`src/rtl/id_stage_fwd_pkg.sv`:
```
// id_stage_fwd_pkg
// Shared constants for the decode stage: opcode/func encodings of the
// logic and shift subset, ALU subtype (EXE_*_OP) and result-type
// (EXE_RES_*) codes, and generic enable/zero constants.
package id_stage_fwd_pkg;

    // Generic control constants
    localparam logic        RstEnable    = 1'b1;
    localparam logic        ReadEnable   = 1'b1;
    localparam logic        ReadDisable  = 1'b0;
    localparam logic        WriteEnable  = 1'b1;
    localparam logic        WriteDisable = 1'b0;
    localparam logic [31:0] ZeroWord     = 32'h0000_0000;
    localparam logic [4:0]  NOPRegAddr   = 5'b00000;

    // Primary opcodes
    localparam logic [5:0] EXE_SPECIAL = 6'h00;
    localparam logic [5:0] EXE_ANDI    = 6'h0C;
    localparam logic [5:0] EXE_ORI     = 6'h0D;
    localparam logic [5:0] EXE_XORI    = 6'h0E;
    localparam logic [5:0] EXE_LUI     = 6'h0F;

    // SPECIAL func codes
    localparam logic [5:0] EXE_SLL = 6'h00;
    localparam logic [5:0] EXE_SRL = 6'h02;
    localparam logic [5:0] EXE_SRA = 6'h03;
    localparam logic [5:0] EXE_AND = 6'h24;
    localparam logic [5:0] EXE_OR  = 6'h25;
    localparam logic [5:0] EXE_XOR = 6'h26;
    localparam logic [5:0] EXE_NOR = 6'h27;

    // ALU subtype
    localparam logic [7:0] EXE_NOP_OP = 8'b0000_0000;
    localparam logic [7:0] EXE_AND_OP = 8'b0010_0100;
    localparam logic [7:0] EXE_OR_OP  = 8'b0010_0101;
    localparam logic [7:0] EXE_XOR_OP = 8'b0010_0110;
    localparam logic [7:0] EXE_NOR_OP = 8'b0010_0111;
    localparam logic [7:0] EXE_SLL_OP = 8'b0111_1100;
    localparam logic [7:0] EXE_SRL_OP = 8'b0000_0010;
    localparam logic [7:0] EXE_SRA_OP = 8'b0000_0011;

    // ALU result type
    localparam logic [2:0] EXE_RES_NOP   = 3'b000;
    localparam logic [2:0] EXE_RES_LOGIC = 3'b001;
    localparam logic [2:0] EXE_RES_SHIFT = 3'b010;

endpackage

```
`src/rtl/id_fwd_mux.sv`:
```
// id_fwd_mux
// Priority bypass for one source operand.
//   read_en     : operand comes from the register file (else imm is used)
//   addr        : register address being read
//   rf_data     : register file read data
//   imm         : decoded immediate, used when read_en=0
//   fwd_*       : NUM_FWD bypass sources, index 0 youngest
//   data        : resolved operand
//   load_hit    : the winning bypass source still has a load in flight
module id_fwd_mux
    import id_stage_fwd_pkg::*;
#(
    parameter int DATA_W  = 32,
    parameter int NUM_FWD = 2,
    parameter int REG_AW  = 5
) (
    input  logic                      read_en,
    input  logic [REG_AW-1:0]         addr,
    input  logic [DATA_W-1:0]         rf_data,
    input  logic [DATA_W-1:0]         imm,
    input  logic [NUM_FWD-1:0]        fwd_wreg,
    input  logic [NUM_FWD*REG_AW-1:0] fwd_wd,
    input  logic [NUM_FWD*DATA_W-1:0] fwd_wdata,
    input  logic [NUM_FWD-1:0]        fwd_load,
    output logic [DATA_W-1:0]         data,
    output logic                      load_hit
);

    always_comb begin
        data     = imm;
        load_hit = 1'b0;
        if (read_en == ReadEnable) begin
            if (addr == '0) begin
                // r0 is hardwired; a write to it must never be bypassed
                data = '0;
            end else begin
                data = rf_data;
                // Walk oldest to youngest so the youngest match overwrites;
                // load_hit follows the same winner so an older match can
                // never hide a younger load.
                for (int k = NUM_FWD - 1; k >= 0; k--) begin
                    if (fwd_wreg[k] && (fwd_wd[k*REG_AW +: REG_AW] == addr)) begin
                        data     = fwd_wdata[k*DATA_W +: DATA_W];
                        load_hit = fwd_load[k];
                    end
                end
            end
        end
    end

endmodule

```
`src/rtl/id_stage_fwd.sv`:
```
// id_stage_fwd
// Decode stage for the logic/shift subset with the ID/EX pipeline
// register. Operands are resolved through a priority bypass network
// (id_fwd_mux, one per operand); load-use hazards raise stallreq_o and
// insert bubbles into EX.
// Optional feature (macro ID_STALL_CNT_EN): stall_cnt_o, a saturating
// count of cycles spent stalled on load-use while EX was accepting.
// Ports:
//   clk, rst               : clock, synchronous active-high reset
//   pc_i, inst_i,
//   inst_valid_i           : instruction in ID
//   reg1/2_data_i          : regfile read data
//   fwd_*_i                : bypass sources (index 0 youngest)
//   ex_stall_i, flush_i    : pipeline control into ID/EX
//   reg1/2_read_o/addr_o   : combinational regfile read port control
//   stallreq_o             : combinational load-use stall request
//   ex_*_o                 : registered ID/EX contents
module id_stage_fwd
    import id_stage_fwd_pkg::*;
#(
    parameter int DATA_W  = 32,
    parameter int NUM_FWD = 2,
    parameter int REG_AW  = 5
) (
    input  logic                      clk,
    input  logic                      rst,
    input  logic [31:0]               pc_i,
    input  logic [31:0]               inst_i,
    input  logic                      inst_valid_i,
    input  logic [DATA_W-1:0]         reg1_data_i,
    input  logic [DATA_W-1:0]         reg2_data_i,
    input  logic [NUM_FWD-1:0]        fwd_wreg_i,
    input  logic [NUM_FWD*REG_AW-1:0] fwd_wd_i,
    input  logic [NUM_FWD*DATA_W-1:0] fwd_wdata_i,
    input  logic [NUM_FWD-1:0]        fwd_load_i,
    input  logic                      ex_stall_i,
    input  logic                      flush_i,
    output logic                      reg1_read_o,
    output logic                      reg2_read_o,
    output logic [REG_AW-1:0]         reg1_addr_o,
    output logic [REG_AW-1:0]         reg2_addr_o,
    output logic                      stallreq_o,
    output logic                      ex_valid_o,
    output logic [7:0]                ex_aluop_o,
    output logic [2:0]                ex_alusel_o,
    output logic [DATA_W-1:0]         ex_reg1_o,
    output logic [DATA_W-1:0]         ex_reg2_o,
    output logic [REG_AW-1:0]         ex_wd_o,
    output logic                      ex_wreg_o,
    output logic [31:0]               ex_pc_o
`ifdef ID_STALL_CNT_EN
    ,
    output logic [31:0]               stall_cnt_o
`endif
);

    // Instruction fields
    logic [5:0]        opcode, func;
    logic [REG_AW-1:0] rs_a, rt_a, rd_a;
    logic [4:0]        sa;

    assign opcode = inst_i[31:26];
    assign rs_a   = REG_AW'(inst_i[25:21]);
    assign rt_a   = REG_AW'(inst_i[20:16]);
    assign rd_a   = REG_AW'(inst_i[15:11]);
    assign sa     = inst_i[10:6];
    assign func   = inst_i[5:0];

    // Decoded controls
    logic [7:0]        dec_aluop;
    logic [2:0]        dec_alusel;
    logic              rd1_en, rd2_en;
    logic [REG_AW-1:0] dec_wd;
    logic              dec_wreg_raw, dec_wreg;
    logic [DATA_W-1:0] imm;

    always_comb begin
        dec_aluop    = EXE_NOP_OP;
        dec_alusel   = EXE_RES_NOP;
        rd1_en       = ReadDisable;
        rd2_en       = ReadDisable;
        dec_wd       = '0;
        dec_wreg_raw = WriteDisable;
        imm          = '0;
        // Reset and invalid slots decode as NOP: no reads means no stall.
        if (!rst && inst_valid_i) begin
            case (opcode)
                EXE_ORI, EXE_ANDI, EXE_XORI: begin
                    rd1_en       = ReadEnable;
                    imm          = {{(DATA_W-16){1'b0}}, inst_i[15:0]};
                    dec_wd       = rt_a;
                    dec_wreg_raw = WriteEnable;
                    dec_alusel   = EXE_RES_LOGIC;
                    dec_aluop    = (opcode == EXE_ORI)  ? EXE_OR_OP  :
                                   (opcode == EXE_ANDI) ? EXE_AND_OP : EXE_XOR_OP;
                end
                EXE_LUI: begin
                    // Both operands take the shifted immediate; OR yields it.
                    imm          = {inst_i[15:0], {(DATA_W-16){1'b0}}};
                    dec_wd       = rt_a;
                    dec_wreg_raw = WriteEnable;
                    dec_alusel   = EXE_RES_LOGIC;
                    dec_aluop    = EXE_OR_OP;
                end
                EXE_SPECIAL: begin
                    case (func)
                        EXE_AND, EXE_OR, EXE_XOR, EXE_NOR: begin
                            rd1_en       = ReadEnable;
                            rd2_en       = ReadEnable;
                            dec_wd       = rd_a;
                            dec_wreg_raw = WriteEnable;
                            dec_alusel   = EXE_RES_LOGIC;
                            case (func)
                                EXE_AND: dec_aluop = EXE_AND_OP;
                                EXE_OR:  dec_aluop = EXE_OR_OP;
                                EXE_XOR: dec_aluop = EXE_XOR_OP;
                                default: dec_aluop = EXE_NOR_OP;
                            endcase
                        end
                        EXE_SLL, EXE_SRL, EXE_SRA: begin
                            // Shift amount rides on operand 1 via imm.
                            rd2_en       = ReadEnable;
                            imm          = DATA_W'(sa);
                            dec_wd       = rd_a;
                            dec_wreg_raw = WriteEnable;
                            dec_alusel   = EXE_RES_SHIFT;
                            case (func)
                                EXE_SLL: dec_aluop = EXE_SLL_OP;
                                EXE_SRL: dec_aluop = EXE_SRL_OP;
                                default: dec_aluop = EXE_SRA_OP;
                            endcase
                        end
                        default: ;
                    endcase
                end
                default: ;
            endcase
        end
    end

    assign dec_wreg    = dec_wreg_raw && (dec_wd != '0);
    assign reg1_read_o = rd1_en;
    assign reg2_read_o = rd2_en;
    assign reg1_addr_o = rd1_en ? rs_a : '0;
    assign reg2_addr_o = rd2_en ? rt_a : '0;

    // Operand resolution
    logic [DATA_W-1:0] op1, op2;
    logic              hit1, hit2;

    id_fwd_mux #(.DATA_W(DATA_W), .NUM_FWD(NUM_FWD), .REG_AW(REG_AW)) u_op1 (
        .read_en   (rd1_en),
        .addr      (reg1_addr_o),
        .rf_data   (reg1_data_i),
        .imm       (imm),
        .fwd_wreg  (fwd_wreg_i),
        .fwd_wd    (fwd_wd_i),
        .fwd_wdata (fwd_wdata_i),
        .fwd_load  (fwd_load_i),
        .data      (op1),
        .load_hit  (hit1)
    );

    id_fwd_mux #(.DATA_W(DATA_W), .NUM_FWD(NUM_FWD), .REG_AW(REG_AW)) u_op2 (
        .read_en   (rd2_en),
        .addr      (reg2_addr_o),
        .rf_data   (reg2_data_i),
        .imm       (imm),
        .fwd_wreg  (fwd_wreg_i),
        .fwd_wd    (fwd_wd_i),
        .fwd_wdata (fwd_wdata_i),
        .fwd_load  (fwd_load_i),
        .data      (op2),
        .load_hit  (hit2)
    );

    assign stallreq_o = hit1 | hit2;

    // ID/EX register
    always_ff @(posedge clk) begin
        if (rst == RstEnable) begin
            ex_valid_o  <= 1'b0;
            ex_aluop_o  <= '0;
            ex_alusel_o <= '0;
            ex_reg1_o   <= '0;
            ex_reg2_o   <= '0;
            ex_wd_o     <= '0;
            ex_wreg_o   <= 1'b0;
            ex_pc_o     <= '0;
        end else if (flush_i || (!ex_stall_i && (stallreq_o || !inst_valid_i))) begin
            ex_valid_o  <= 1'b0;
            ex_aluop_o  <= EXE_NOP_OP;
            ex_alusel_o <= EXE_RES_NOP;
            ex_reg1_o   <= '0;
            ex_reg2_o   <= '0;
            ex_wd_o     <= '0;
            ex_wreg_o   <= WriteDisable;
            ex_pc_o     <= '0;
        end else if (!ex_stall_i) begin
            ex_valid_o  <= 1'b1;
            ex_aluop_o  <= dec_aluop;
            ex_alusel_o <= dec_alusel;
            ex_reg1_o   <= op1;
            ex_reg2_o   <= op2;
            ex_wd_o     <= dec_wd;
            ex_wreg_o   <= dec_wreg;
            ex_pc_o     <= pc_i;
        end
    end

`ifdef ID_STALL_CNT_EN
    always_ff @(posedge clk) begin
        if (rst == RstEnable)
            stall_cnt_o <= '0;
        else if (stallreq_o && !ex_stall_i && (stall_cnt_o != 32'hFFFF_FFFF))
            stall_cnt_o <= stall_cnt_o + 32'd1;
    end
`endif

endmodule

```
`config.mk`:
```
export PLATFORM = sky130hd
export DESIGN_NAME = id_stage_fwd
export DESIGN_NICKNAME = d
export VERILOG_FILES = /design/src/rtl/id_stage_fwd_pkg.sv /design/src/rtl/id_fwd_mux.sv /design/src/rtl/id_stage_fwd.sv
export SDC_FILE = /design/constraint.sdc
export NUM_CORES = 1
export LEC_CHECK = 0
export ABC_AREA = 1
export CAP_MARGIN = 20
export CORE_ASPECT_RATIO = 0.9
export CORE_MARGIN = 3
export CORE_UTILIZATION = 44
export DETAILED_ROUTE_END_ITERATION = 12
export PLACE_DENSITY_LB_ADDON = 0.12
export RECOVER_POWER = 100
export SLEW_MARGIN = 0
export SYNTH_ARGS = -nofsm -noshare
export SYNTH_HDL_FRONTEND = slang
export SYNTH_SLANG_ARGS = --single-unit
```
`constraint.sdc`:
```
create_clock -name clk -period 4.45 [get_ports clk]
set_input_delay 0.89 -clock clk [delete_from_list [all_inputs] [get_ports clk]]
set_output_delay 0.89 -clock clk [all_outputs]
set_load 0.1 [all_outputs]
```
# Word level (Yosys, flattened, before mapping)
# Index checks and enable logic that the tools add are counted.
# word_totals
word_cells,88
inputBits,211
register_bits,114
out_inout_bits,127
# classes
n_eq_ne,14
bitwise_logic,1
reduce_logical,23
mux,42
# op_table
operator,count
$mux 32,9
$pmux 32 s3,1
$pmux 7 s2,2
$mux 5,5
$eq 6x4->1 const B,4
$eq 6x6->1 const B,4
$pmux 7 s3,1
$eq 5x5->1,4
$mux 1,14
$eq 6x2->1 const B,2
$logic_not 6->1,2
$logic_not 5->1,2
$pmux 5 s2,1
$mux 8,1
$pmux 2 s2,2
$reduce_or 4->1,2
$logic_and 1x1->1,7
$reduce_or 7->1,1
$mux 2,3
$pmux 2 s3,1
$reduce_or 3->1,2
$reduce_bool 5->1,1
$pmux 1 s2,2
$logic_not 1->1,3
3 further kinds,4

# Depth between registers and ports, before layout
# Gate-level depths: netlist of run 1.
# logic_depth
ltp_word,17
mapped_depth,20
ltp_nobuf,18

# By module
# Synthesis of run 1 repeated with hierarchy kept, for this count alone.
# unflattened
cells_unflattened,1300
hier_area_um2,7518.5
# by_module_without_submodules
mod,area_each_um2,cells_each,seq_area_each_um2,instances
id_stage_fwd,4518.1,622,2182.1,1
id_fwd_mux,1500.2,339,0.0,2

# Least setup slack after synthesis of run 1
# Ideal clock, no wire load.
# synth_timing
kind,in2out
from,in inst_i[30]
to,out stallreq_o
n_path_buf,0
t_required_ps,3560
arrival_ps,4083
path_stages,15
path_slack_ps,-523
cell_sequence,inv_1 nand2_1 nor2_4 nand2_1 inv_2 nor2_1 nor2_1 nand3_1 nand2_1 nand2_1 nor2_2 nand3_1 nand2_1 nand2_1 nand2_1
# synth_via
elab_chain_cells,12
elab_cells_between_ends,30
cone_classes,eq/ne (7); mux (14); bitwise (1); reduce/logical (8)
# synth_lines
item,line_no,rtl
start: declaration,id_stage_fwd.sv:28,"input logic [31:0] inst_i,"
$eq 6x4->1,id_stage_fwd.sv:87,case (opcode)
$reduce_or 3->1,-,
$pmux 1 s2 *,id_stage_fwd.sv:87,
$mux 1 *,id_stage_fwd.sv:86,if (!rst && inst_valid_i) begin
via reg1_read_o,id_stage_fwd.sv:38,"output logic reg1_read_o,"
$mux 5,id_stage_fwd.sv:144,assign reg1_addr_o = rd1_en ? rs_a : '0;
$eq 5x5->1,id_fwd_mux.sv:42,if (fwd_wreg[k] && (fwd_wd[k*REG_AW +: REG_AW] == addr)) begin
$logic_and 1x1->1,id_fwd_mux.sv:42,
$mux 1 (2 in a row),id_fwd_mux.sv:42,
$mux 1,id_fwd_mux.sv:33,if (addr == '0) begin
$mux 1 *,id_fwd_mux.sv:32,if (read_en == ReadEnable) begin
$or 1x1->1 *,id_stage_fwd.sv:177,assign stallreq_o = hit1 | hit2;
end: declaration,id_stage_fwd.sv:42,"output logic stallreq_o,"
# The timed path passes the listed nets; every way through them passes the cells marked *.

# Worst setup path after layout of run 1
# layout_timing
from,in inst_i[4]
to,out stallreq_o
# layout_via
elab_chain_cells,13
elab_cells_between_ends,36
cone_classes,eq/ne (10); mux (16); bitwise (1); reduce/logical (9)
# layout_lines
item,line_no,rtl
"$eq 6x6->1, or another cell as far along",id_stage_fwd.sv:106,case (func)
$reduce_or 4->1 / $reduce_or 7->1 (equally long branches),-,
$mux 1,id_stage_fwd.sv:106,
$pmux 1 s2 / $mux 1 (equally long branches),id_stage_fwd.sv:87,
$mux 1,id_stage_fwd.sv:86,
"$mux 5, on equally long branches","id_stage_fwd.sv:144, id_stage_fwd.sv:145",
$eq 5x5->1,id_fwd_mux.sv:42,
$logic_and 1x1->1,id_fwd_mux.sv:42,
$mux 1 (2 in a row),id_fwd_mux.sv:42,
$mux 1,id_fwd_mux.sv:33,
$mux 1,id_fwd_mux.sv:32,
$or 1x1->1 *,id_stage_fwd.sv:177,
# Mark *: on every way between the ends. The rest lies on a longest branch, timed or not.

==> implementation parameters, run 1 <==
Parameter                              Value

Run status
  Outcome    finished clean

Setup path
  Arrival time at the worst endpoint    roughly 3.3 ns
  Critical path peak fanout    12
  Top delay family on crit path    simple AND/OR/NAND/NOR gates
  Cell depth of the worst flop-to-flop path    3
  Type of element capturing the critical path    output pin
  Max stage delay on crit path    between 0.4 and 0.5 ns
  Most common cell type on the critical path    sky130_fd_sc_hd__nand2_1
  Slowest stage cell, crit path    sky130_fd_sc_hd__clkdlybuf4s50_1
  Crit path launch    inst_i[4]
  Reg-to-reg endpoint    ex_reg2_o[6]
  Start of the worst register-to-register path    ex_reg2_o[6]
  Type of the worst setup path    in2out
  R2r setup slk    3.56 ns
  CP required    3.56 ns
  End point of the critical path    stallreq_o
  Worst Setup Start Kind    input port
  Number of buffers and inverters on the critical path    3
  Critical path, cell by cell    clkdlybuf4s50_1 > nor2_2 > nand3_2 > o21ai_4 > nand3_1 > inv_2 > nand2_1 > nand2_1 > nand2_1 > nor2_4 > nand3_1 > nand2_1 > nand2_1 > nand2_1 > buf_12
  Number of gates on the worst path with buffers counted    15

Logic synthesis
  Top cell type by total area after synthesis    sky130_fd_sc_hd__dfxtp_1
  Syn avg cell area    6.10 sq um
  Count of flip-flops with a built-in enable after synthesis    0
  Portion of netlist area occupied by mux cells    0.0469
  Library cells used by synthesis    34
  Ys async rst share    0
  Ys Warns    0
  Area share of and/or/nand/nor cells after synthesis    0.461
  Count leader, synth    sky130_fd_sc_hd__nand2_1
  Most used flip-flop cell after synthesis    sky130_fd_sc_hd__dfxtp_1
  Commonest cells in the netlist    sky130_fd_sc_hd__nand2_1 (318), sky130_fd_sc_hd__nor2_1 (264), sky130_fd_sc_hd__dfxtp_1 (109), sky130_fd_sc_hd__nand3_1 (109), sky130_fd_sc_hd__inv_1 (40)
  Xor/xnor cell area share of the yosys netlist    0.00128
  Synth Instances    1120
  Seq/Total Area, Yosys    0.320
  Combinational family with the most area after synthesis    simple AND/OR/NAND/NOR gates
  Top area cells in the synthesized netlist    sky130_fd_sc_hd__dfxtp_1 (32%), sky130_fd_sc_hd__nand2_1 (17%), sky130_fd_sc_hd__nor2_1 (15%)
  FF+latch count, synth    109
  Area fraction in compound gates after synthesis    0.0938
  Area fraction of the dominant cell type after synthesis    0.320
  Adder and majority cell fraction of the synthesized area    0
  Cell area after technology mapping    just under 7000 sq um

Global routing
  Pin count of the biggest net entering global routing    65
  GRT Overall Usage    0.321
  Remaining global-route overflow    0
  Wire length of the first global-routing pass    around 42000 um
  Vias in the first global route    about 7700
  Number of antenna violations at the first check in global routing    3

Drt
  Number of DRC markers after the initial detailed-route iteration    681
  Vias per std cell    5.27
  Number of iterations in the first detailed-routing pass    7
  Vias post-DR    8503
  # DRC    0
  Detail Route Antenna Nets    0
  Routed WL    between 20000 and 30000 um
  WL/cell    17.7 um

Timing
  Max Fclk    0.237 GHz
  Relative max-transition margin    0.121
  Period utilisation layout    0.948
  Setup repair after global routing missed its margin    no
  Least-Margin Pin Slew    1.32 ns
  Final Hold Fails    0
  Worst-case hold slack    a little under 0.5 ns
  Period minus WS final    4.22 ns
  Setup violation total in the final timing report    0
  Final clock skew    0 ns
  Setup tns final    0 ns
  Pins over their slew limit    0

Clocking
  CTS sink count    ~110
  Clock buffers created by TritonCTS    9
  Clock tree from TritonCTS    yes
  Clock latency of the later-clocked register in the worst-skew pair    ~0.36 ns
  Clock root buffer    sky130_fd_sc_hd__clkbuf_16
  CTS Hold Bufs    0
  H-Tree Depth    3
  Number of buffers on the longest clock path    2
  Resize count post-CTS    0
  Clk pin slew, worst setup/hold paths    0.08 ns
  Number of buffers inserted to repair setup after CTS    0

Pwr
  Worst vdd ir    0.239 mV
  Share of total power in the clock network    0.334
  Power density of the placed cells    238 nW/um^2
  Combinational share of power    0.266
  Sequential share of power    0.400
  Leakage power    between 5 and 6 nW
  Pint    1.68 mW
  Fraction of power spent switching nets    0.334
  Switching power    approximately 840 uW

Die
  Top Ports    338
  Vertical extent of the die    124 um
  Starting utilization of the core area    0.457
  Area of the die    17000 sq um
  Die width    137 um
  Standard cell core area    14900 sq um
  # rows    42

Min path
  Classification of the worst-slack hold path    reg2reg
  Worst hold stages    2
  HP Start    ex_valid_o

Final layout
  P&R area growth vs syn    54.7%
  Fraction of layout instances using a drive strength above 1    0.0707
  Post-layout nets    1621
  Antenna diodes    0

Placement
  Weighted congestion reported at the end of routability-driven placement    0.962
  Total half-perimeter wirelength after legalization and detailed placement    21800 um
  Quantity of I/O buffers inserted on ports    approximately 340

Job
  Max_cap viols    0
[layer usage]
metal / up-vias / global-route usage / wire length, um
li1: 4185 / - / -
met1: 3825 / 0.411 / 11400
met2: 435 / 0.525 / 13000
met3: 52 / 0.0985 / 3380
met4: 6 / 0.0885 / 722
met5: - / 0 / 45
[power groups by stage]
stage                     Sequential (mW)  Clock [mW]  Combinational, mW
after floorplan                      1.19           0              0.207
after global placement               1.03           0              0.675
after detailed placement             1.03           0              0.676
after CTS                            1.01       0.851              0.679
after global routing                 1.01       0.881              0.712
final                                1.01       0.841              0.670
[cells in the final DEF (no fill, tap or decap), types with 5 or more instances in the layout]
master and count:
sky130_fd_sc_hd__a21oi_1 8, sky130_fd_sc_hd__a22o_1 5, sky130_fd_sc_hd__a22oi_1 15, sky130_fd_sc_hd__a31oi_1 28
sky130_fd_sc_hd__buf_12 6, sky130_fd_sc_hd__buf_4 16, sky130_fd_sc_hd__clkbuf_16 9, sky130_fd_sc_hd__clkbuf_2 9
sky130_fd_sc_hd__clkdlybuf4s50_1 209, sky130_fd_sc_hd__dfxtp_1 109, sky130_fd_sc_hd__dlygate4sd3_1 112, sky130_fd_sc_hd__inv_1 40
sky130_fd_sc_hd__inv_2 5, sky130_fd_sc_hd__mux2i_1 32, sky130_fd_sc_hd__nand2_1 319, sky130_fd_sc_hd__nand3_1 110
sky130_fd_sc_hd__nand3_2 5, sky130_fd_sc_hd__nand4_1 14, sky130_fd_sc_hd__nor2_1 262, sky130_fd_sc_hd__o21ai_0 39
sky130_fd_sc_hd__or2_2 33
[tightest hold or removal path, cell delays in order, from the launching register on]
cell,delay [ns]
sky130_fd_sc_hd__dfxtp_1,0.33
sky130_fd_sc_hd__nor2_1,0.05
sky130_fd_sc_hd__nor2_1,0.09
[final cells by class]
cell class | instances | area (sq um)
Fill cell | 1316 | 4360
Clock buffer | 9 | 225
Inverter | 45 | 169
Clock inverter | 7 | 86.3
Tap cell | 198 | 248
Timing Repair Buffer | 354 | 3510
Sequential cell | 109 | 2180
Multi-Input combinational cell | 891 | 4140
[registers in the layout, summed over array words and instances (netlist names)]
register,cells
ex_pc_o,32
ex_aluop_o,4
ex_wd_o,5
ex_reg1_o,32
ex_reg2_o,32
ex_wreg_o,1
ex_valid_o,1
ex_alusel_o,2
[cell families after synthesis]
logic type	count (synthesis)
XOR/XNOR	1
AND/OR/NAND/NOR	753
other	1
flip-flops	109
multiplexers	32
buffers and inverters	121
AO/OA/AOI/OAI	103
[stage by stage]
step	setup WS (ns)	instance area (sq um)	power (mW)	cells	utilization
final	0.231	10600	2.52	1613	0.708
after global routing	0.0513	10600	2.60	1613	0.708
after CTS	0.295	10700	2.54	1613	0.714
after detailed placement	0.324	10300	1.71	1597	0.693
after global placement	0.379	10300	1.70	1597	0.693
after floorplan	0.0556	6840	1.40	1121	-
[how the worst min path moves through the flow]
stage / endpoint / slack (ns)
after floorplan: ex_valid_o / 0.92
after global placement: ex_valid_o / 0.46
after detailed placement: ex_valid_o / 0.48
after CTS: ex_valid_o / 0.51
after global routing: ex_valid_o / 0.52
final: ex_valid_o / 0.50
No activity file was read; power rests on OpenSTA's default activity.
==> inputs of run 2 (changes only) <==
--- a/config.mk
+++ b/config.mk
@@ -5,11 +5,10 @@
 export SDC_FILE = /design/constraint.sdc
 export NUM_CORES = 1
 export LEC_CHECK = 0
-export ABC_AREA = 1
 export CAP_MARGIN = 20
 export CORE_ASPECT_RATIO = 0.9
 export CORE_MARGIN = 3
-export CORE_UTILIZATION = 44
+export CORE_UTILIZATION = 39
 export DETAILED_ROUTE_END_ITERATION = 12
 export PLACE_DENSITY_LB_ADDON = 0.12
 export RECOVER_POWER = 100
==> run 2 against run 1 <==
- critical path depth shrank 6
- hold slack lost 0.0071 ns
- sequential share of layout area shrank 2.5 points
- largest power group unchanged
- final cell count shrank 4.2%
- clock skew is the same
- worst setup slack lost 0.15 ns
- core utilization shrank 6.4 points
- flip-flop and latch count is the same
- combinational power grew 15%
- highest routed layer is now met4
- critical path type unchanged
==> implementation parameters, run 2 <==
Parameter                              Value

Drt
  # DRC    0
  Number of DRC markers after the initial detailed-route iteration    861
  Number of iterations in the first detailed-routing pass    6
  Detail Route Antenna Nets    0
  WL/cell    23.2 um
  Vias post-DR    9552
  Vias per std cell    6.18
  Routed WL    35800 um

Pwr
  Switching power    886 uW
  Sequential share of power    0.381
  Combinational share of power    0.293
  Worst vdd ir    about 0.18 mV
  Power density of the placed cells    about 220 nW/um^2
  Pint    1.75 mW
  Fraction of power spent switching nets    0.336
  Leakage power    4.68 nW
  Share of total power in the clock network    0.326

Logic synthesis
  Library cells used by synthesis    62
  Ys async rst share    0
  Count leader, synth    sky130_fd_sc_hd__dfxtp_1
  Top cell type by total area after synthesis    sky130_fd_sc_hd__dfxtp_1
  Cell area after technology mapping    7570 sq um
  Syn avg cell area    7.65 sq um
  Area fraction of the dominant cell type after synthesis    0.288
  Synth Instances    989
  FF+latch count, synth    roughly 110
  Ys Warns    0
  Commonest cells in the netlist    sky130_fd_sc_hd__dfxtp_1 (109), sky130_fd_sc_hd__a21oi_1 (104), sky130_fd_sc_hd__nand2_1 (101)
  Count of flip-flops with a built-in enable after synthesis    0
  Most used flip-flop cell after synthesis    sky130_fd_sc_hd__dfxtp_1
  Seq/Total Area, Yosys    0.288
  Top area cells in the synthesized netlist    sky130_fd_sc_hd__dfxtp_1 (29%), sky130_fd_sc_hd__a211oi_1 (9.6%), sky130_fd_sc_hd__mux2i_1 (8.5%)

Setup path
  Cell depth of the worst flop-to-flop path    3
  Worst Setup Start Kind    input port
  Crit path launch    inst_i[4]
  End point of the critical path    stallreq_o
  Start of the worst register-to-register path    ex_reg1_o[16]
  Reg-to-reg endpoint    ex_reg1_o[16]
  Slowest stage cell, crit path    sky130_fd_sc_hd__or4_4
  Arrival time at the worst endpoint    3.48 ns
  Critical path peak fanout    5
  Type of element capturing the critical path    output pin
  Top delay family on crit path    simple AND/OR/NAND/NOR gates
  Max stage delay on crit path    0.58 ns
  Number of buffers and inverters on the critical path    2
  Type of the worst setup path    in2out
  R2r setup slk    3.57 ns
  Number of gates on the worst path with buffers counted    9
  CP required    between 3 and 4 ns
  Critical path, cell by cell    clkdlybuf4s50_1 > or4_4 > nor3_4 > a311oi_2 > o22ai_4 > or2_4 > mux2_2 > o21ai_2 > buf_12

Die
  Standard cell core area    18700 sq um
  Area of the die    21100 sq um
  # rows    between 40 and 50
  Die width    153 um
  Starting utilization of the core area    0.405
  Top Ports    between 300 and 400
  Vertical extent of the die    ~140 um

Clocking
  Clock buffers created by TritonCTS    9
  Clk pin slew, worst setup/hold paths    0.07 ns
  CTS Hold Bufs    0
  Number of buffers on the longest clock path    2
  Clock latency of the later-clocked register in the worst-skew pair    0.35 ns
  Number of buffers inserted to repair setup after CTS    0
  CTS sink count    109
  Clock root buffer    sky130_fd_sc_hd__clkbuf_16
  Clock tree from TritonCTS    yes
  H-Tree Depth    3

Timing
  Setup tns final    0 ns
  Period minus WS final    4.37 ns
  Max Fclk    0.229 GHz
  Final Hold Fails    0
  Relative max-transition margin    0.288
  Pins over their slew limit    0
  Least-Margin Pin Slew    ~1.1 ns
  Period utilisation layout    0.982
  Setup violation total in the final timing report    0
  Final clock skew    0 ns
  Worst-case hold slack    0.490 ns

Min path
  Classification of the worst-slack hold path    reg2reg

Global routing
  GRT Overall Usage    0.321
  Vias in the first global route    9024
  Remaining global-route overflow    0
  Wire length of the first global-routing pass    54600 um
  Number of antenna violations at the first check in global routing    0
  Pin count of the biggest net entering global routing    96

Final layout
  Top library cells by usage in the layout, fill and taps aside    sky130_fd_sc_hd__clkdlybuf4s50_1 (209), sky130_fd_sc_hd__dlygate4sd3_1 (112), sky130_fd_sc_hd__dfxtp_1 (109), sky130_fd_sc_hd__a21oi_1 (104), sky130_fd_sc_hd__nand2_1 (101)
  Post-layout nets    1505
  Fraction of the core area covered by cells at the end of the flow    0.644
  Fraction of layout instances using a drive strength above 1    0.103
  Most frequent standard cell in the layout excluding fill and tap cells    sky130_fd_sc_hd__clkdlybuf4s50_1
  P&R area growth vs syn    59.1%
  Number of non-filler instances in the completed layout    1545
  Largest registers    ex_pc_o (32), ex_reg1_o (32), ex_reg2_o (32)

Placement
  Weighted congestion reported at the end of routability-driven placement    approximately 1.0
  Total half-perimeter wirelength after legalization and detailed placement    about 26000 um
  Cell count after placement    1527
  Quantity of I/O buffers inserted on ports    approximately 340

Run status
  Outcome    finished clean

Job
  Max_cap viols    0
[run 2: changes by cell type after synthesis, sizes merged, moves of 14 or more]
cell,change
nor2,-248
nand2,-218
a211oi,+97
a21oi,+95
nand3,-74
o31ai,+65
clkbuf,+55
inv,-35
o221ai,+33
mux2i,+32
or2,-27
o21a,+16
o21ai,+14
[run 2: cells by family (layout without fill, tap and decap cells)]
logic type,count (synthesis),after routing,synth area share
AOI/OAI and AO/OA,450,450,0.398
xor gates and xnor gates,12,12,0.0139
buffers and inverters,129,438,0.0699
and+or+nand+nor,223,223,0.143
other,1,3,0.000495
muxes,65,65,0.0861
DFF,109,109,0.288
[run 2: timing repair]
item | CTS | global route
pin swaps | 0 | 1
endpoints found under the setup margin | 1 | 1
gates resized for setup | 1 | 11
[run 2: worst min-delay path, cell delays in order (launching register included)]
cell	delay [ns]
sky130_fd_sc_hd__dfxtp_1	0.32
sky130_fd_sc_hd__nand2_1	0.06
sky130_fd_sc_hd__a221oi_1	0.06
[run 2: how the worst min path moves through the flow]
| stage | slack (ns) | cells after the start | endpoint | start |
|---|---|---|---|---|
| 2_1_floorplan | 0.93 | 2 | ex_wreg_o | ex_wreg_o |
| 3_3_place_gp | 0.48 | 2 | ex_wreg_o | ex_wreg_o |
| 3_5_place_dp | 0.49 | 2 | ex_wreg_o | ex_wreg_o |
| 4_1_cts | 0.50 | 2 | ex_wreg_o | ex_wreg_o |
| 5_1_grt | 0.53 | 2 | ex_wreg_o | ex_wreg_o |
| 6_report | 0.49 | 2 | ex_wreg_o | ex_wreg_o |
[run 2: area by class of cell]
cell class / instances / area, sq um
clock buffer: 9 / 225
timing repair buffer: 412 / 4150
inverter: 10 / 42.5
sequential: 109 / 2180
antenna: 1 / 2.50
tap: 245 / 307
clock inverter: 7 / 82.6
fill: 1708 / 6660
multi-input combinational: 752 / 5050
[run 2: through the flow]
step | total power, mW | worst slack (ns) | instance area, sq um
2_1_floorplan | 1.41 | -0.0794 | 7590
3_3_place_gp | 1.79 | -0.00826 | 11700
3_5_place_dp | 1.79 | 0.0103 | 11700
4_1_cts | 2.63 | 0.0626 | 12000
5_1_grt | 2.72 | -0.0279 | 12000
6_report | 2.64 | 0.0789 | 12000
[run 2: power groups by stage]
stage / logic (mW) / clock network, mW / registers [mW]
floorplan: 0.239 / 0 / 1.17
global placement: 0.760 / 0 / 1.03
detailed placement: 0.759 / 0 / 1.03
CTS: 0.763 / 0.864 / 1.01
global route: 0.809 / 0.903 / 1.01
finish: 0.772 / 0.860 / 1.01
[run 2: routing by layer]
metal	GRT usage	vias to the layer above	part of all wire
li1	-	4444	-
met1	0.414	4462	0.40
met2	0.528	570	0.46
met3	0.0884	76	0.10
met4	0.0914	0	0.031
met5	0	-	0
